===== src/rtl/count_extender_if.sv =====
// Bundle between the mod-16 up/down counter and its high-order extender.
// The master drives direction and the low count; the slave returns the extended count and flags.
interface count_extender_if #(
    parameter int HIGH_WIDTH = 4
);
    logic                    enable;
    logic [3:0]              low_count;
    logic [HIGH_WIDTH+3:0]   ext_count;
    logic                    carry;
    logic                    borrow;
    logic                    overflow;
    logic                    underflow;
    logic                    step_error;

    modport master (
        output enable, low_count,
        input  ext_count, carry, borrow, overflow, underflow, step_error
    );

    modport slave (
        input  enable, low_count,
        output ext_count, carry, borrow, overflow, underflow, step_error
    );
endinterface


===== src/rtl/count_extender.sv =====
// Extends a 4-bit up/down ripple counter with a HIGH_WIDTH-bit high count by
// watching its wraps; also flags illegal low-count steps and high-count range wraps.
module count_extender #(
    parameter int HIGH_WIDTH = 4
) (
    input  logic             clock,
    input  logic             clear,
    count_extender_if.slave  bus
);
    localparam logic [HIGH_WIDTH-1:0] HIGH_ONES = '1;

    logic [3:0]             prev_low_q, prev_low_d;
    logic                   prev_dir_q, prev_dir_d;
    logic                   primed_q, primed_d;
    logic [HIGH_WIDTH-1:0]  high_q, high_d;
    logic [HIGH_WIDTH+3:0]  ext_q, ext_d;
    logic                   carry_q, carry_d;
    logic                   borrow_q, borrow_d;
    logic                   ovf_q, ovf_d;
    logic                   unf_q, unf_d;
    logic                   err_q, err_d;
    logic [3:0]             delta;
    logic [3:0]             exp_step;

    always_comb begin
        prev_low_d = bus.low_count;
        prev_dir_d = bus.enable;
        primed_d   = 1'b1;
        high_d     = high_q;
        carry_d    = 1'b0;
        borrow_d   = 1'b0;
        ovf_d      = ovf_q;
        unf_d      = unf_q;
        err_d      = err_q;
        delta      = bus.low_count - prev_low_q;
        exp_step   = prev_dir_q ? 4'd1 : 4'd15;

        // The step is judged against the direction the counter used to make it,
        // which is the direction sampled on the previous edge.
        if (primed_q && delta != 4'd0) begin
            if (delta == exp_step) begin
                if (prev_dir_q && prev_low_q == 4'd15 && bus.low_count == 4'd0) begin
                    high_d  = high_q + 1'b1;
                    carry_d = 1'b1;
                    if (high_q == HIGH_ONES) ovf_d = 1'b1;
                end else if (!prev_dir_q && prev_low_q == 4'd0 && bus.low_count == 4'd15) begin
                    high_d   = high_q - 1'b1;
                    borrow_d = 1'b1;
                    if (high_q == '0) unf_d = 1'b1;
                end
            end else begin
                err_d = 1'b1;
            end
        end

        ext_d = {high_d, bus.low_count};
    end

    always_ff @(posedge clock) begin
        if (clear) begin
            prev_low_q <= '0;
            prev_dir_q <= 1'b0;
            primed_q   <= 1'b0;
            high_q     <= '0;
            ext_q      <= '0;
            carry_q    <= 1'b0;
            borrow_q   <= 1'b0;
            ovf_q      <= 1'b0;
            unf_q      <= 1'b0;
            err_q      <= 1'b0;
        end else begin
            prev_low_q <= prev_low_d;
            prev_dir_q <= prev_dir_d;
            primed_q   <= primed_d;
            high_q     <= high_d;
            ext_q      <= ext_d;
            carry_q    <= carry_d;
            borrow_q   <= borrow_d;
            ovf_q      <= ovf_d;
            unf_q      <= unf_d;
            err_q      <= err_d;
        end
    end

    assign bus.ext_count  = ext_q;
    assign bus.carry      = carry_q;
    assign bus.borrow     = borrow_q;
    assign bus.overflow   = ovf_q;
    assign bus.underflow  = unf_q;
    assign bus.step_error = err_q;
endmodule


===== src/flat_wrapper.sv =====
// flat-port wrapper written by rule: the top's interface ports become plain ports
module count_extender_flat 
#(
    parameter int HIGH_WIDTH = 4
)
  (clock, clear, bus_enable, bus_low_count, bus_ext_count, bus_carry, bus_borrow, bus_overflow, bus_underflow, bus_step_error);
  count_extender_if #(.HIGH_WIDTH(HIGH_WIDTH)) bus_i ();
  input  logic clock;
  input  logic clear;
  input wire logic [$bits(bus_i.enable)-1:0] bus_enable;
  input wire logic [$bits(bus_i.low_count)-1:0] bus_low_count;
  output wire logic [$bits(bus_i.ext_count)-1:0] bus_ext_count;
  output wire logic [$bits(bus_i.carry)-1:0] bus_carry;
  output wire logic [$bits(bus_i.borrow)-1:0] bus_borrow;
  output wire logic [$bits(bus_i.overflow)-1:0] bus_overflow;
  output wire logic [$bits(bus_i.underflow)-1:0] bus_underflow;
  output wire logic [$bits(bus_i.step_error)-1:0] bus_step_error;
  assign bus_i.enable = bus_enable;
  assign bus_i.low_count = bus_low_count;
  assign bus_ext_count = bus_i.ext_count;
  assign bus_carry = bus_i.carry;
  assign bus_borrow = bus_i.borrow;
  assign bus_overflow = bus_i.overflow;
  assign bus_underflow = bus_i.underflow;
  assign bus_step_error = bus_i.step_error;
  count_extender #(.HIGH_WIDTH(HIGH_WIDTH)) u_core (.clock(clock), .clear(clear), .bus(bus_i));
endmodule

===== config.mk =====
export PLATFORM = sky130hd
export DESIGN_NAME = count_extender_flat
export DESIGN_NICKNAME = d
export VERILOG_FILES = /design/src/rtl/count_extender_if.sv /design/src/rtl/count_extender.sv /design/src/flat_wrapper.sv
export SDC_FILE = /design/constraint.sdc
export NUM_CORES = 1
export LEC_CHECK = 0
export CAP_MARGIN = 20
export CORE_ASPECT_RATIO = 0.7
export CORE_UTILIZATION = 45
export CTS_CLUSTER_SIZE = 12
export DETAILED_ROUTE_END_ITERATION = 7
export MAX_ROUTING_LAYER = met4
export PLACE_DENSITY = 0.73
export SLEW_MARGIN = 20
export SYNTH_ARGS = -nofsm -noshare
export SYNTH_HDL_FRONTEND = slang
export SYNTH_SLANG_ARGS = --single-unit
export TNS_END_PERCENT = 10

===== constraint.sdc =====
create_clock -name clock -period 4.8 [get_ports clock]
set_clock_uncertainty 0.05 [all_clocks]
set_input_delay 0.48 -clock clock [delete_from_list [all_inputs] [get_ports clock]]
set_output_delay 0.48 -clock clock [all_outputs]
set_load 0.005 [all_outputs]

[After elaboration in Yosys (flattened, before gate mapping)]
Index checks and enable logic that the tools add are counted.
Operators by class
  $add $sub $neg: 3
  equal/unequal tests: 4
  muxes and demuxes: 8
  bitwise operators: 3
  reduce and logical (&&, ||, !) cells: 15
Operators by type and width (count)
  4-bit two-way mux: 5
  4-bit == test (second input constant): 3
  4-bit zero test: 3
  1-bit logical AND: 5
  5-bit AND reduction: 1
  4-bit by 1-bit adder with 4-bit output (second input constant): 1
  4-bit == test: 1
  4-bit AND reduction: 1
  4-bit nonzero test: 1
  4-bit OR reduction: 1
  4-bit by 1-bit subtractor with 4-bit output (second input constant): 1
  4-bit subtractor: 1
  1-bit two-way mux: 3
  1-bit NOT: 3
  3-bit OR reduction: 1
  2-bit AND reduction: 1
  1-bit zero test: 1
Storage, ports and cells
  flip-flop bits (word level): 23
  input bits: 7
  output and inout bits: 13
  word-level logic and storage cells: 43

[Longest topological paths before layout]
  depth after elaboration: 7
  mapped depth: 9
  depth with buffers taken out: 9

[Least setup slack after synthesis]
No wires, ideal clock.
  path kind: input -> register
  start: in bus_low_count[0]
  end: reg u_core.ext_q[5] (netlist: u_core.bus.ext_count[5])
  library setup time: 0.122 ns
  arrival time: 2.334 ns
  required time: 4.628 ns
  path slack: 2.293 ns
  stages on the path: 9
  path buffers: 0
  cells stage by stage: inv_1 ha_1 inv_1 fa_1 xor2_1 or4_1 a21oi_2 nor2_2 a311o_1
On the way
  cells in the longest elaborated chain, start to end: 6
  elaborated cells on any way between the ends: 12
  those cells by class: add/sub (1); eq/ne (2); mux (4); reduce/logical (5)
RTL lines
  from (decl): RTL line flat_wrapper.sv:11  | input wire logic [$bits(bus_i.low_count)-1:0] bus_low_count;
  parallel branches: the longest is 5 deep, another holds 4-bit subtractor
  4-bit two-way mux *: RTL line count_extender.sv:40  | if (primed_q && delta != 4'd0) begin
  to (signal assigned): RTL line count_extender.sv:76  | ext_q <= ext_d;
  to (decl): RTL line count_extender.sv:16  | logic [HIGH_WIDTH+3:0] ext_q, ext_d;
Mark *: on every way between the ends.
A chain may end at the register's enable or synchronous reset.

[Worst setup path after layout]
  start: in bus_low_count[0]
  end: reg u_core.ovf_q (netlist: u_core.bus.overflow)
On the way
  cells in the longest elaborated chain, start to end: 4
  elaborated cells on any way between the ends: 7
  those cells by class: add/sub (1); eq/ne (1); reduce/logical (5)
RTL lines
  4-bit subtractor: RTL line count_extender.sv:35  | delta = bus.low_count - prev_low_q;
  4-bit nonzero test: RTL line count_extender.sv:40
  1-bit logical AND: RTL line count_extender.sv:40
  4-bit AND reduction (no line) *
  to (signal assigned): RTL line count_extender.sv:79  | ovf_q <= ovf_d;
  to (decl): RTL line count_extender.sv:19  | logic ovf_q, ovf_d;
Every way passes the cells marked *; elsewhere a longest branch is shown, timed or not.

==> run metrics <==
Worst slew margin 61.9%; max incr delay on CP 0.57 ns; post-CTS setup buffer count 0; clk root buf clkbuf_4; Fin Setup TNS 0 ns; Syn Std Cell Area ~850 um2; hold buffers post-CTS 0; largest net degree at the start of global routing 17; placement row count 12; status complete, no violations; RR Endpoint u_core.bus.overflow; Main synth FF type dfxtp_1; max_cap viols 0; hold_sp u_core.bus.underflow; Post-Syn Nets 110; final period utilization a little under 60%; Final Hold Vio Count 0; Avg Vias per Cell 5.36; register area around 300 um2; antenna viol nets, final 0; Total Routing Usage GR 23.7%; CTS resizes 0; Final Non-Filler Cells around 140; Post-synth EDFFs 0; internal reg-to-reg setup slack approximately 2.3 ns; post-route minimum period 2.83 ns; Seq/Total Area, Yosys 35.1%; # IOs 20; global-route wire length before repair about 3300 um; Synth async-reset ratio 0%; GPL Wtd Cong 0.849; Post-Route WL 1860 um; fin. max-slew vios 0; Starting Density 50.8%; register bit total from synthesis 15; initial drt markers 15; kind of critical path in -> reg; CTS sink count 15; layout cells sized above 1 under 10%; yosys warns 0; crit end category flip-flop; CTS tree built; worst hold path type reg -> reg; CP startpoint kind input port; Final nets 131; Data required, critical path 4.93 ns; placement-stage cell area 1060 um2; Crit path top cell by count inv_1; GRT Max-Usage Layer met1; Worst Path Max Fanout 5; leakage power between 0.4 and 0.5 nW; DR pass1 iterations 4; die area 2080 um2; Chip Width about 54 um; CP Launch Point bus_low_count[0]; Worst-path clk slew 0.09 ns; input/output buffers 19; fmax 353 MHz; H-Tree Depth 1; met2 usage 31.2%; Die H approximately 38 um; footprint of the multi-input gates 509 um2; PwrDens 239 nW/um2; GRT met1 Usage 33.4%; RSZ-0062 raised after global routing no; Post-DP HPWL 1440 um; initial antenna violation count 0; Worst EP arrival 2.96 ns; TritonCTS buffer count 3; synthesized area per cell 8.90 um2; CTS max path bufs 2; CP Cell Sequence clkdlybuf4s50_1 -> inv_1 -> ha_1 -> inv_1 -> fa_1 -> or4_1 -> a21oi_2 -> nor2_2 -> o32ai_1; peak supply drop 0.180 mV; WHS ~0.44 ns; Layout area overhead 27.1%; fillers 147; Least-Margin Pin Slew 0.570 ns; R2R cell count 8; Placed Cells 133; via count of the routed design 735; met3 Usage GRT 9.13%; Clock Latency Late Sink between 0.2 and 0.3 ns; Critical Path Slowest Stage Cell or4_1; worst setup path endpoint u_core.bus.overflow; DRC viols 0; Final setup viols 0; ANT cells 0; reg-to-reg startpoint u_core.bus.ext_count[0]; WL/cell 13.6 um; grt ovf 0; Design Area, Final about 1100 um2; number of distinct library cells after synthesis 36; Core Footprint 1680 um2; post-synthesis cell count 96; vias in the first global route just over 700
-- cell usage after synthesis (3+ instances only) --
cell type / number / area, um2
clkbuf_1: 3 / 11.3
dfxtp_1: 15 / 300
ha_1: 6 / 75.1
inv_1: 8 / 30.0
nand2_1: 6 / 22.5
nand3_1: 3 / 15.0
nand4_1: 3 / 18.8
nor2_1: 8 / 30.0
nor2b_1: 4 / 25.0
nor3_1: 5 / 25.0
xnor2_1: 4 / 35.0
-- state kept, by name (all words and copies together), names as in the netlist --
register / count
u_core.primed_q: 1
u_core.bus.borrow: 1
u_core.prev_dir_q: 1
u_core.bus.carry: 1
u_core.bus.underflow: 1
u_core.bus.overflow: 1
u_core.bus.ext_count: 8
u_core.bus.step_error: 1
-- report_power, final --
group          switching (W)  internal [W]  total [W]  leakage [nW]
sequential        0.00000565      0.000129   0.000135         0.123
combinational      0.0000245     0.0000273  0.0000518         0.294
clock              0.0000400     0.0000323  0.0000723        0.0150
total              0.0000702      0.000189   0.000259         0.432
-- cell type report --
type	instances	area share (%)
Inverter	9	3.11
Sequential cell	15	27.6
Timing Repair Buffer	19	17.5
Clock buffer	4	2.42
Tap cell	21	2.42
Multi-Input combinational cell	69	46.9
-- how the worst min path moves through the flow --
stage | slack, ns | end | cells after the start
floorplan | 0.40 | u_core.bus.underflow | 2
global placement | 0.40 | u_core.bus.step_error | 2
detailed placement | 0.43 | u_core.bus.step_error | 2
CTS | 0.45 | u_core.bus.underflow | 2
global route | 0.47 | u_core.bus.underflow | 2
finish | 0.44 | u_core.bus.underflow | 2
-- layout by cell type, fill, tap and decap left out, drive strengths merged --
master / count
and3: 2
nor2: 9
a21o: 1
mux2: 1
and3b: 2
xnor2: 4
nor3: 5
a2111o: 1
clkbuf: 4
o21ai: 2
o22ai: 2
dfxtp: 15
a31oi: 1
nor3b: 1
or4: 1
nand2: 6
a22o: 1
nor2b: 4
nand3: 3
clkinv: 1
nor4: 1
clkdlybuf4s50: 19
nand4: 3
o22a: 1
mux2i: 2
or3: 1
ha: 6
inv: 8
a311o: 1
a21oi: 1
and4: 2
o32ai: 2
xor2: 2
fa: 1
-- critical path: cells and delay by family --
kind	cells	cell delay, ns
AO/OA/AOI/OAI	2	0.55
buffers and inverters	3	0.63
AND/OR/NAND/NOR	2	0.67
adder cells (fa/ha/maj)	2	0.63
-- through the flow --
stage	worst slack, ns	power (W)	utilization (%)
after floorplan	2.29	0.000168	-
after global placement	1.77	0.000188	63.0
after detailed placement	1.68	0.000189	63.0
after CTS	1.99	0.000261	64.6
after global routing	1.89	0.000274	64.6
final	1.97	0.000259	64.6
-- cells by family after synthesis --
logic type,share of synthesized area [%]
XOR/XNOR,6.15
flip-flops,35.1
AND/OR/NAND/NOR,26.4
buffers and inverters,5.27
AO/OA/AOI/OAI,12.3
multiplexers,3.66
adder cells (fa/ha/maj),11.1
-- routing by layer --
layer  wire length (um)  up-vias
li1                   -      381
met1                994      334
met2                761       17
met3                 92        3
met4                 11        0
met5                  0        -
Note: power is estimated with default switching activity, not from simulation.
